## src/rtl/flag_branch_pkg.sv

```systemverilog
// flag_branch_pkg: shared constants and state encoding for the flag/branch unit
package flag_branch_pkg;
  localparam logic [3:0] COND_AL = 4'd0;
  localparam logic [3:0] COND_EQ = 4'd1;
  localparam logic [3:0] COND_NE = 4'd2;
  localparam logic [3:0] COND_LT = 4'd3;
  localparam logic [3:0] COND_GE = 4'd4;
  localparam logic [3:0] COND_GT = 4'd5;
  localparam logic [3:0] COND_LE = 4'd6;
  localparam logic [3:0] COND_CS = 4'd7;
  localparam logic [3:0] COND_CC = 4'd8;
  localparam logic [3:0] COND_VS = 4'd9;
  localparam logic [3:0] COND_VC = 4'd10;
  localparam logic [3:0] COND_NV = 4'd11;
  localparam int FLAG_N = 3;
  localparam int FLAG_Z = 2;
  localparam int FLAG_C = 1;
  localparam int FLAG_V = 0;
  localparam int NT_INC = 4;
  typedef enum logic [1:0] {S_IDLE, S_WAIT, S_HOLD} state_t;
endpackage

```

## src/rtl/flag_branch_unit_cond_eval.sv

```systemverilog
// cond_eval: resolves a condition code against N/Z/C/V flags
module cond_eval
  import flag_branch_pkg::*;
(
  input  logic [3:0] i_cond,
  input  logic [3:0] i_flags,
  output logic       o_taken,
  output logic       o_illegal
);
  logic w_n, w_z, w_c, w_v;
  assign w_n = i_flags[FLAG_N];
  assign w_z = i_flags[FLAG_Z];
  assign w_c = i_flags[FLAG_C];
  assign w_v = i_flags[FLAG_V];
  assign o_illegal = i_cond > COND_NV;
  // decode the condition; reserved codes and NV resolve to not taken
  always_comb begin
    o_taken = 1'b0;
    case (i_cond)
      COND_AL: o_taken = 1'b1;
      COND_EQ: o_taken = w_z;
      COND_NE: o_taken = !w_z;
      COND_LT: o_taken = w_n;
      COND_GE: o_taken = !w_n;
      COND_GT: o_taken = !w_n && !w_z;
      COND_LE: o_taken = w_n || w_z;
      COND_CS: o_taken = w_c;
      COND_CC: o_taken = !w_c;
      COND_VS: o_taken = w_v;
      COND_VC: o_taken = !w_v;
      default: o_taken = 1'b0;
    endcase
  end
endmodule

```

## src/rtl/flag_branch_unit.sv

```systemverilog
// flag_branch_unit: flag register, outstanding-compare tracking and branch resolution
module flag_branch_unit
  import flag_branch_pkg::*;
#(
  parameter int ADDR_W = 32
) (
  input  logic              clk,
  input  logic              rst,
  input  logic              cmp_issue,
  output logic              cmp_issue_ok,
  input  logic              cmp_valid,
  input  logic [3:0]        cmp_flag,
  input  logic              br_valid,
  output logic              br_ready,
  input  logic [3:0]        br_cond,
  input  logic [ADDR_W-1:0] br_pc,
  input  logic [ADDR_W-1:0] br_offset,
  output logic              res_valid,
  input  logic              res_ready,
  output logic              res_taken,
  output logic              res_illegal,
  output logic [ADDR_W-1:0] res_target,
  output logic [3:0]        flag_q
);
  state_t            r_state;
  logic [3:0]        r_flag;
  logic [1:0]        r_cnt;
  logic [3:0]        r_cond;
  logic [ADDR_W-1:0] r_pc;
  logic [ADDR_W-1:0] r_off;
  logic              r_taken;
  logic              r_illegal;
  logic [ADDR_W-1:0] r_target;
  logic              w_dec;
  logic [1:0]        w_cnt_next;
  logic [3:0]        w_flag_next;
  logic              w_idle;
  logic [3:0]        w_cond;
  logic [ADDR_W-1:0] w_pc;
  logic [ADDR_W-1:0] w_off;
  logic              w_taken;
  logic              w_illegal;
  logic [ADDR_W-1:0] w_target;
  assign w_dec       = cmp_valid && r_cnt != 2'd0;
  assign w_cnt_next  = (r_cnt == 2'd3 && cmp_issue && !w_dec) ? 2'd3
                     : r_cnt + {1'b0, cmp_issue} - {1'b0, w_dec};
  assign w_flag_next = cmp_valid ? cmp_flag : r_flag;
  assign w_idle      = r_state == S_IDLE;
  assign w_cond      = w_idle ? br_cond : r_cond;
  assign w_pc        = w_idle ? br_pc : r_pc;
  assign w_off       = w_idle ? br_offset : r_off;
  assign w_target    = w_taken ? w_pc + w_off : w_pc + ADDR_W'(NT_INC);
  cond_eval u_cond_eval (
    .i_cond   (w_cond),
    .i_flags  (w_flag_next),
    .o_taken  (w_taken),
    .o_illegal(w_illegal)
  );
  // flags, outstanding counter and the branch accept/wait/hold sequence
  always_ff @(posedge clk) begin
    if (rst) begin
      r_state   <= S_IDLE;
      r_flag    <= 4'd0;
      r_cnt     <= 2'd0;
      r_cond    <= 4'd0;
      r_pc      <= '0;
      r_off     <= '0;
      r_taken   <= 1'b0;
      r_illegal <= 1'b0;
      r_target  <= '0;
    end else begin
      r_flag <= w_flag_next;
      r_cnt  <= w_cnt_next;
      case (r_state)
        S_IDLE: if (br_valid) begin
          r_cond <= br_cond;
          r_pc   <= br_pc;
          r_off  <= br_offset;
          if (w_cnt_next == 2'd0) begin
            r_taken   <= w_taken;
            r_illegal <= w_illegal;
            r_target  <= w_target;
            r_state   <= S_HOLD;
          end else r_state <= S_WAIT;
        end
        S_WAIT: if (w_cnt_next == 2'd0) begin
          r_taken   <= w_taken;
          r_illegal <= w_illegal;
          r_target  <= w_target;
          r_state   <= S_HOLD;
        end
        S_HOLD: if (res_ready) r_state <= S_IDLE;
        default: r_state <= S_IDLE;
      endcase
    end
  end
  assign br_ready     = w_idle;
  assign cmp_issue_ok = r_cnt != 2'd3;
  assign res_valid    = r_state == S_HOLD;
  assign res_taken    = r_taken;
  assign res_illegal  = r_illegal;
  assign res_target   = r_target;
  assign flag_q       = r_flag;
endmodule
```

## config.mk

```make
export PLATFORM = sky130hd
export DESIGN_NAME = flag_branch_unit
export DESIGN_NICKNAME = d
export VERILOG_FILES = /design/src/rtl/flag_branch_pkg.sv /design/src/rtl/flag_branch_unit_cond_eval.sv /design/src/rtl/flag_branch_unit.sv
export SDC_FILE = /design/constraint.sdc
export NUM_CORES = 1
export LEC_CHECK = 0
export ABC_AREA = 1
export BUFFER_PORTS_ARGS = -buffer_cell sky130_fd_sc_hd__buf_4
export CAP_MARGIN = 20
export CORE_ASPECT_RATIO = 1.1
export CORE_MARGIN = 3
export CORE_UTILIZATION = 30
export CTS_CLUSTER_DIAMETER = 30
export DETAILED_ROUTE_END_ITERATION = 12
export SLEW_MARGIN = 15
export SYNTH_ARGS = -nofsm -noshare
export SYNTH_HDL_FRONTEND = slang
export SYNTH_HIERARCHICAL = 1
export SYNTH_SLANG_ARGS = --single-unit
```

## constraint.sdc

```tcl
create_clock -name clk -period 3.4 [get_ports clk]
set_input_delay 0.17 -clock clk [delete_from_list [all_inputs] [get_ports clk]]
set_output_delay 0.17 -clock clk [all_outputs]
set_load 0.1 [all_outputs]
```

# Yosys cells after proc, flatten, opt, wreduce, memory -nomap -nowiden

Cells that the tools add are included.

Word-level logic and storage cells: 70
Register bits after elaboration: 110
Input port bits: 78
Output and inout bits: 41

Multiplexer cells: 21
Equality and inequality tests: 17
Add/sub/neg operators: 4
Magnitude comparators: 1
Reductions and logical operators: 18

Operators by type and width:

| kind                                                             | count |
|---|---|
| 32-bit two-way mux                                               | 5 |
| 32-bit one-hot mux with 2 select lines                           | 1 |
| 32-bit by 3-bit adder with 32-bit output (second input constant) | 1 |
| 32-bit adder                                                     | 1 |
| 4-bit by 3-bit == test with 1-bit output (second input constant) | 4 |
| 4-bit == test (second input constant)                            | 3 |
| 1-bit one-hot mux with 11 select lines                           | 1 |
| 2-bit two-way mux                                                | 5 |
| 4-bit by 2-bit == test with 1-bit output (second input constant) | 2 |
| 4-bit two-way mux                                                | 2 |
| 2-bit inequality test (second input constant)                    | 3 |
| 2-bit one-hot mux with 3 select lines                            | 1 |
| 1-bit logical NOT                                                | 5 |
| 2-bit == test (second input constant)                            | 2 |
| 4-bit by 1-bit == test with 1-bit output (second input constant) | 1 |
| 4-bit greater-than comparator (second input constant)            | 1 |
| 1-bit logical AND                                                | 4 |
| 2-bit logical NOT                                                | 2 |
| 4-bit logical NOT                                                | 1 |
| 1-bit two-way mux                                                | 4 |
| 1-bit one-hot mux with 2 select lines                            | 2 |
| 2-bit AND reduction                                              | 2 |
| 2-bit nonzero test                                               | 2 |
| 3-bit AND reduction                                              | 1 |
| other kinds (5)                                                  | 5 |

# Logic depth before layout (Yosys ltp)

Gate-level depths: netlist of the first run.

Depth after elaboration: 9
Gate-level depth with buffers: 28
Depth with buffers taken out: 25

# Cells and area by module

The synthesis of the first run kept the hierarchy.

Modules (own cells, without submodules):

| module           | cells each | area an instance (um2) | sequential area each (um2) | times used |
|---|---|---|---|---|
| flag_branch_unit | 1352       | 8115.3                 | 2202.1                     | 1 |
| cond_eval        | 39         | 177.7                  | 0.0                        | 1 |

# Worst setup path after synthesis of the first run

No wires, ideal clock.

Path kind: register -> register
Start point: register r_state[1]
End point: register r_target[31] (netlist: res_target[31])
Slack: -0.108 ns
Period minus slack after synthesis: 3.508 ns
Cell stages (with the launch flop): 19
Arrival: 3.399 ns
Buffers on the path: 4
Data required time: 3.291 ns
Setup time: 0.109 ns
Cells stage by stage: dfxtp_1 nor2_4 buf_6 buf_6 buf_2 clkbuf_1 nand2_1 nand2_1 ha_1 a21oi_1 o21ai_0 nand2_1 o311ai_0 a21oi_1 nand3_1 nand3_1 nand3_1 nand2_1 inv_1

Cells in the longest elaborated chain, start to end: 8
Elaborated cells between the ends (all ways): 26
Those cells by class: 2 x add/sub; 12 x eq/ne; 8 x mux; 4 x reduce/logical

RTL lines:

| item                                                                                             | RTL line               | RTL |
|---|---|---|
| from (decl)                                                                                      | flag_branch_unit.sv:25 | `state_t r_state;` |
| from (signal assigned)                                                                           | flag_branch_unit.sv:62 | `r_state <= S_IDLE;` |
| from (signal assigned)                                                                           | flag_branch_unit.sv:83 | `r_state <= S_HOLD;` |
| from (signal assigned)                                                                           | flag_branch_unit.sv:84 | `end else r_state <= S_WAIT;` |
| 2-bit logical NOT (*)                                                                            | flag_branch_unit.sv:48 | `assign w_idle = r_state == S_IDLE;` |
| via br_ready                                                                                     | flag_branch_unit.sv:14 | `output logic br_ready,` |
| parallel branches: the longest is 7 deep, another holds 32-bit by 3-bit adder with 32-bit output | n/a                    |  |
| to (signal assigned)                                                                             | flag_branch_unit.sv:82 | `r_target <= w_target;` |
| to (signal assigned)                                                                             | flag_branch_unit.sv:89 | `r_target <= w_target;` |
| to (decl)                                                                                        | flag_branch_unit.sv:33 | `logic [ADDR_W-1:0] r_target;` |

Mark *: on every way through the listed nets, which the timed path passes. The select of a mux whose other input is x is not followed.
A chain may end at the register's enable or synchronous reset.

# Worst setup path in the final report of the first run

Start point: register r_state[1]
End point: register r_target[30] (netlist: res_target[30])

Cells in the longest elaborated chain, start to end: 8
Elaborated cells between the ends (all ways): 26
Those cells by class: 2 x add/sub; 12 x eq/ne; 8 x mux; 4 x reduce/logical

RTL lines:

| item |
|---|
| parallel branches: the longest is 8 deep, another holds 32-bit by 3-bit adder with 32-bit output |

Parallel ways; which one is timed is not known. The select of a mux whose other input is x is not followed.

==> results.py, run 1 <==
metrics = {
    "cells_and_area": {
        "area_delta_synth_final_pct": 18.53,
        "stdcell_count": 1844,
        "drive_gt1_frac": 0.1318,
        "diodes": 0,
        "nets": 1589,
    },
    "floorplanning": {
        "die_area_um2": 29680,
        "die_h_um": 180.4,
        "start_util": 0.3058,
        "fp.coreArea_um2": 27120,
        "io_pins": 119,
        "rows": 63,
        "fp.dieW_um": 164.5,
    },
    "logic_synthesis": {
        "synthAdderAreaFrac": 0.04466,
        "yosysUniqueCellTypes": 46,
        "synth_top_area_share": 0.2655,
        "muxShareOfSynthArea": 0,
        "synth.net_count": 1498,
        "synthTopCellsByArea": "dfxtp_1 (27%), nand2_1 (19%), inv_1 (7.9%)",
        "yosysMostFrequentCell": "nand2_1",
        "synth-seq-area-share": 0.2655,
        "synth-edff-count": 0,
        "synthSimpleGateAreaFrac": 0.3404,
        "synth_cells": 1391,
        "syn_avg_cell_area_um2": 5.962,
        "yosys.area_share.xor_xnor": 0.03063,
        "synth_top_family_by_area": "simple AND/OR/NAND/NOR gates",
        "yosys_warnings": 6,
        "ys_seq_elements": 110,
        "synth-compound-area-share": 0.2040,
        "synth-main-ff-cell": "dfxtp_1",
        "ys_top_cells_by_count": "nand2_1 (416), inv_1 (175), nor2_1 (143), o21ai_0 (125), a21oi_1 (115)",
        "synth_largest_area_cell": "dfxtp_1",
        "mappedNetlistArea_um2": 8293,
        "synth_async_sr_flop_share": 0,
    },
    "timing": {
        "finClkSkew_ns": 0.01805,
        "period_share": 0.9180,
        "rsz0062_at_grt": "no",
        "setup-violations-final": 0,
        "setup_tns_ns": 0,
        "fmax_mhz": 320.4,
        "min_period_ns": 3.121,
        "tightest_slew_ns": 0.7313,
        "worst_slack_ns": 0.2788,
        "report.final.slew_viol_count": 0,
        "hold_viol": 0,
        "slew_headroom": 0.5073,
    },
    "outcome": {
        "outcome": "complete, no violations",
    },
    "route": {
        "ant_nets": 0,
        "routed_wl_mm": 30.05,
        "dr.pass1.iters": 5,
        "detail_route.vias_per_cell": 4.903,
        "num_vias": 9042,
        "drt-initial-drc-count": 602,
        "routedWlPerCell_um": 16.29,
        "drc": 0,
    },
    "global_routing": {
        "track_usage": 0.2026,
        "antenna_found_initial": 0,
        "grt_pass1_wl_mm": 47.76,
        "grt_pass1_vias": 8573,
        "overflow": 0,
        "grt_max_degree": 89,
    },
    "worst_hold_path": {
        "hold_path_depth": 3,
        "hold_class": "in -> reg",
        "hold_start": "br_offset[19]",
        "hold_path_end": "r_off[19]$_SDFFE_PP0P_",
    },
    "place": {
        "dp_slack_ns": 0.2112,
        "routabilityCongestion": 0.9711,
        "placed_cells": 1828,
        "hpwlAfterDp_mm": 23.77,
        "io_buffer_count": 118,
    },
    "worst_setup_path": {
        "cp-end-kind": "register",
        "cp_slowest_cell": "ha_1",
        "r2r_slack_ns": 0.28,
        "worstPathRequired_ns": 3.71,
        "crit_chain": "nor2_4, buf_12, nand2_1, o21ai_0, inv_1, ha_1, a21oi_1, o21ai_0, a21oi_1, nand2_1, a21oi_1, nand2_1, nand2_1, nand3_1, a21oi_1",
        "path_buf_inv": 2,
        "cp_top_family": "compound AO/OA/AOI/OAI gates",
        "reg2regPathDepth": 15,
        "worstSetupPathType": "reg -> reg",
        "crit_path_max_incr_delay_ns": 0.43,
        "arrival_ns": 3.43,
        "r2r-end": "res_target[30]$_SDFFE_PP0P_",
        "cp-start-kind": "register",
        "cp_max_fo": 48,
        "r2r-start": "r_state[1]$_SDFFE_PP0P_",
        "cp.depth": 15,
    },
    "clock_tree": {
        "cts_tree": "yes",
        "clock-sinks": 110,
        "cts_root_buf": "clkbuf_16",
        "clk_pin_slew_ns": 0.09,
        "cts_buffers": 9,
        "insertion_delay_ns": 0.37,
        "cts_max_path_buffers": 2,
        "cts-htree-levels": 3,
    },
    "job": {
        "drv_cap": 0,
    },
}
==> cells in the final DEF (no fill, tap or decap), drive strengths merged, types with 2 or more instances in the layout <==
| cell | n |
|---|---|
| o21ai | 146 |
| xor2 | 20 |
| nand3b | 6 |
| nor2 | 150 |
| a31oi | 8 |
| and2 | 2 |
| a211oi | 21 |
| or2 | 2 |
| o21bai | 6 |
| buf | 137 |
| nand4 | 10 |
| xnor2 | 9 |
| dfxtp | 110 |
| inv | 183 |
| clkbuf | 11 |
| nor3 | 20 |
| a21oi | 116 |
| nand3 | 72 |
| ha | 28 |
| nand2 | 419 |
| o211ai | 2 |
==> routing by layer <==
layer  vias up  track usage  wire (um)  part of all wire
met1      4109       0.2842      13960              0.46
met3        39      0.02299       1500             0.050
met5         -            0          0                 0
li1       4648            -          -                 -
met2       246       0.3262      13950              0.46
met4         0      0.05940        638             0.021
==> per-stage QoR <==
stage,util,hold slack [ns],cell area [um^2]
6_report,0.3625,0.02764,9829
5_1_grt,0.3625,0.03708,9829
4_1_cts,0.3623,0.02372,9823
3_5_place_dp,0.3518,0.4119,9539
3_3_place_gp,0.3518,0.4076,9539
2_1_floorplan,-,0.3049,8294
==> worst max-delay path by stage <==
stage / startpoint / endpoint
after floorplan: r_state[1]$_SDFFE_PP0P_ / res_target[16]$_SDFFE_PP0P_
after global placement: r_state[1]$_SDFFE_PP0P_ / res_target[30]$_SDFFE_PP0P_
after detailed placement: r_state[1]$_SDFFE_PP0P_ / res_target[12]$_SDFFE_PP0P_
after CTS: r_state[1]$_SDFFE_PP0P_ / res_target[12]$_SDFFE_PP0P_
after global routing: r_state[1]$_SDFFE_PP0P_ / res_target[12]$_SDFFE_PP0P_
final: r_state[1]$_SDFFE_PP0P_ / res_target[30]$_SDFFE_PP0P_
==> timing repair <==
action / 4_1_cts / 5_1_grt
gates resized for setup: 0 / 3
setup endpoints to repair: 0 / 6
endpoints found under the hold margin: 0 / 0
setup buffers: 0 / 0
hold buffers: 0 / 0
==> cell families (layout without fill, tap and decap cells) <==
kind of cell	count (synthesis)	count (layout)
adder cells (fa/ha/maj)	29	29
AO/OA/AOI/OAI	304	304
flip-flops	110	110
AND/OR/NAND/NOR	683	683
buffers and inverters	236	332
XOR/XNOR	29	29
==> area by class of cell <==
class	instances	area [um^2]
Clock buffer	11	232.7
Clock inverter	5	51.30
Fill cell	3032	17290
Inverter	179	671.9
Multi-Input combinational cell	1045	5156
Sequential cell	110	2205
Tap cell	357	446.7
Timing Repair Buffer	137	1066
==> state kept, by name, summed over array words and instances, names as in the netlist, 2 cells and up <==
name,count
flag_q,4
r_cnt,2
r_pc,32
r_off,32
r_state,2
res_target,32
r_cond,4
==> tightest hold or removal path, delay by kind of cell <==
kind	cells	cell delay (ns)
and+or+nand+nor	2	0.11
buffers and inverters	1	0.08
Power of run 1 is left out: the tool's default activity adds up to more than one toggle a clock period on the data nets, which glitch-free logic cannot reach.
==> run 2: changes to the inputs <==
--- a/config.mk
+++ b/config.mk
@@ -13,6 +13,7 @@
 export CORE_UTILIZATION = 30
 export CTS_CLUSTER_DIAMETER = 30
 export DETAILED_ROUTE_END_ITERATION = 12
+export SETUP_SLACK_MARGIN = 0.2
 export SLEW_MARGIN = 15
 export SYNTH_ARGS = -nofsm -noshare
 export SYNTH_HDL_FRONTEND = slang
==> constraint.sdc (replaced) <==
create_clock -name clk -period 3.2 [get_ports clk]
set_input_delay 0.16 -clock clk [delete_from_list [all_inputs] [get_ports clk]]
set_output_delay 0.16 -clock clk [all_outputs]
set_load 0.1 [all_outputs]
==> results.py, run 2 (same netlist as run 1, synthesis figures left out) <==
metrics = {
    "outcome": {
        "outcome": "complete, no violations",
    },
    "route": {
        "routedWlPerCell_um": 16.39,
        "dr.pass1.iters": 6,
        "num_vias": 9246,
        "routed_wl_mm": 30.44,
        "drc": 0,
        "detail_route.vias_per_cell": 4.979,
        "ant_nets": 0,
        "drt-initial-drc-count": 627,
    },
    "job": {
        "drv_cap": 0,
    },
    "worst_setup_path": {
        "cp_max_fo": 10,
        "cp_slowest_cell": "dfxtp_4",
        "cp-start-kind": "register",
        "worstSetupPathType": "reg -> reg",
        "r2r_slack_ns": 0.27,
        "crit_path_max_incr_delay_ns": 0.38,
        "crit_chain": "nor2_4, buf_4, clkbuf_16, nand2_1, o21ai_1, inv_1, ha_1, a21oi_1, nor2_1, o21ai_0, nand2_1, a21oi_1, nand2_1, nand2_1, nand3_1, a21oi_1",
        "cp_top_family": "compound AO/OA/AOI/OAI gates",
        "path_buf_inv": 3,
        "cp-end-kind": "register",
        "worstPathRequired_ns": 3.50,
        "cpMostUsedCell": "nand2_1",
        "arrival_ns": 3.23,
    },
    "cells_and_area": {
        "register_area_um2": 2210,
        "nets": 1602,
        "multi_input_area_um2": 5228,
        "area_delta_synth_final_pct": 21.53,
        "fill_cells": 3034,
        "final_common_cell": "nand2_1",
        "layout_common_cells": "nand2_1 (406), inv_1 (172), nor2_1 (140), buf_4 (140), o21ai_0 (121)",
        "drive_gt1_frac": 0.1547,
        "diodes": 0,
    },
    "clock_tree": {
        "cts_buffers": 9,
        "cts_max_path_buffers": 2,
        "cts-htree-levels": 3,
        "insertion_delay_ns": 0.37,
        "hold_buffers": 0,
        "clock-sinks": 110,
        "cts_root_buf": "clkbuf_16",
        "clk_pin_slew_ns": 0.08,
        "cts_tree": "yes",
    },
    "timing": {
        "worst_slack_ns": 0.2715,
        "tightest_slew_ns": 0.7866,
        "rsz0062_at_grt": "yes",
        "setup_tns_ns": 0,
        "slew_headroom": 0.4700,
        "period_share": 0.9152,
        "whs_ns": 0.03357,
        "setup-violations-final": 0,
        "min_period_ns": 2.928,
        "hold_viol": 0,
        "fmax_mhz": 341.5,
        "finClkSkew_ns": 0.01326,
        "report.final.slew_viol_count": 0,
    },
    "global_routing": {
        "antenna_found_initial": 0,
        "grt_max_degree": 68,
        "grt_pass1_vias": 8676,
        "overflow": 0,
        "track_usage": 0.1991,
        "grt_pass1_wl_mm": 46.98,
    },
    "floorplanning": {
        "die_area_um2": 29680,
        "fp.dieW_um": 164.5,
        "rows": 63,
        "die_h_um": 180.4,
        "start_util": 0.3058,
        "io_pins": 119,
        "fp.coreArea_um2": 27120,
    },
    "place": {
        "hpwlAfterDp_mm": 23.15,
        "io_buffer_count": 118,
        "dp_slack_ns": 0.09483,
        "routabilityCongestion": 0.9601,
    },
    "worst_hold_path": {
        "hold_class": "in -> reg",
    },
}
-- run 2: cell count changes in the layout (fill, tap and decap cells not counted), moves of 3 or more --
cell / delta
o21ai_0: -4
clkbuf_16: +3
nand2_1: -10
buf_4: +6
nand2_2: +10
-- run 2: final cells by class --
cell class | instances | area share
clock inverter | 5 | 0.003849
inverter | 179 | 0.06667
clock buffer | 11 | 0.02408
tap | 357 | 0.04432
sequential | 110 | 0.2192
timing repair buffer | 149 | 0.1232
multi-input combinational | 1046 | 0.5187
-- run 2: final timing paths --
check / startpoint / endpoint / cells after the start
max: r_state[0]$_SDFFE_PP0P_ / res_target[30]$_SDFFE_PP0P_ / 16
min: br_offset[19] / r_off[19]$_SDFFE_PP0P_ / 3
max reg2reg: r_state[0]$_SDFFE_PP0P_ / res_target[30]$_SDFFE_PP0P_ / 16
min reg2reg: r_pc[29]$_SDFFE_PP0P_ / r_pc[29]$_SDFFE_PP0P_ / 2
-- run 2: per-layer routing --
layer | vias to the layer above | track usage | routed length, um
li1 | 4684 | - | -
met1 | 4233 | 0.2731 | 13970
met2 | 293 | 0.3245 | 14090
met3 | 36 | 0.02575 | 1602
met4 | 0 | 0.05940 | 776
met5 | - | 0 | 0
-- run 2: repair_timing --
action                     in CTS  in global routing
buffers inserted                2                  6
pin swaps                       1                  9
resized for setup               2                 32
setup endpoints to repair      11                 23
gates cloned                    0                  4
-- run 2: tightest hold or removal path, cell delays in order --
cell and delay (ns):
buf_4 0.09, nor2_1 0.04, nor2_1 0.08
-- run 2: metrics by stage --
stage | utilization | instances | instance area (um^2)
floorplan | - | 1391 | 8314
global placement | 0.3530 | 1829 | 9572
detailed placement | 0.3530 | 1829 | 9572
CTS | 0.3641 | 1847 | 9873
global route | 0.3717 | 1857 | 10080
finish | 0.3717 | 1857 | 10080
Power of run 2 is left out for the same reason.
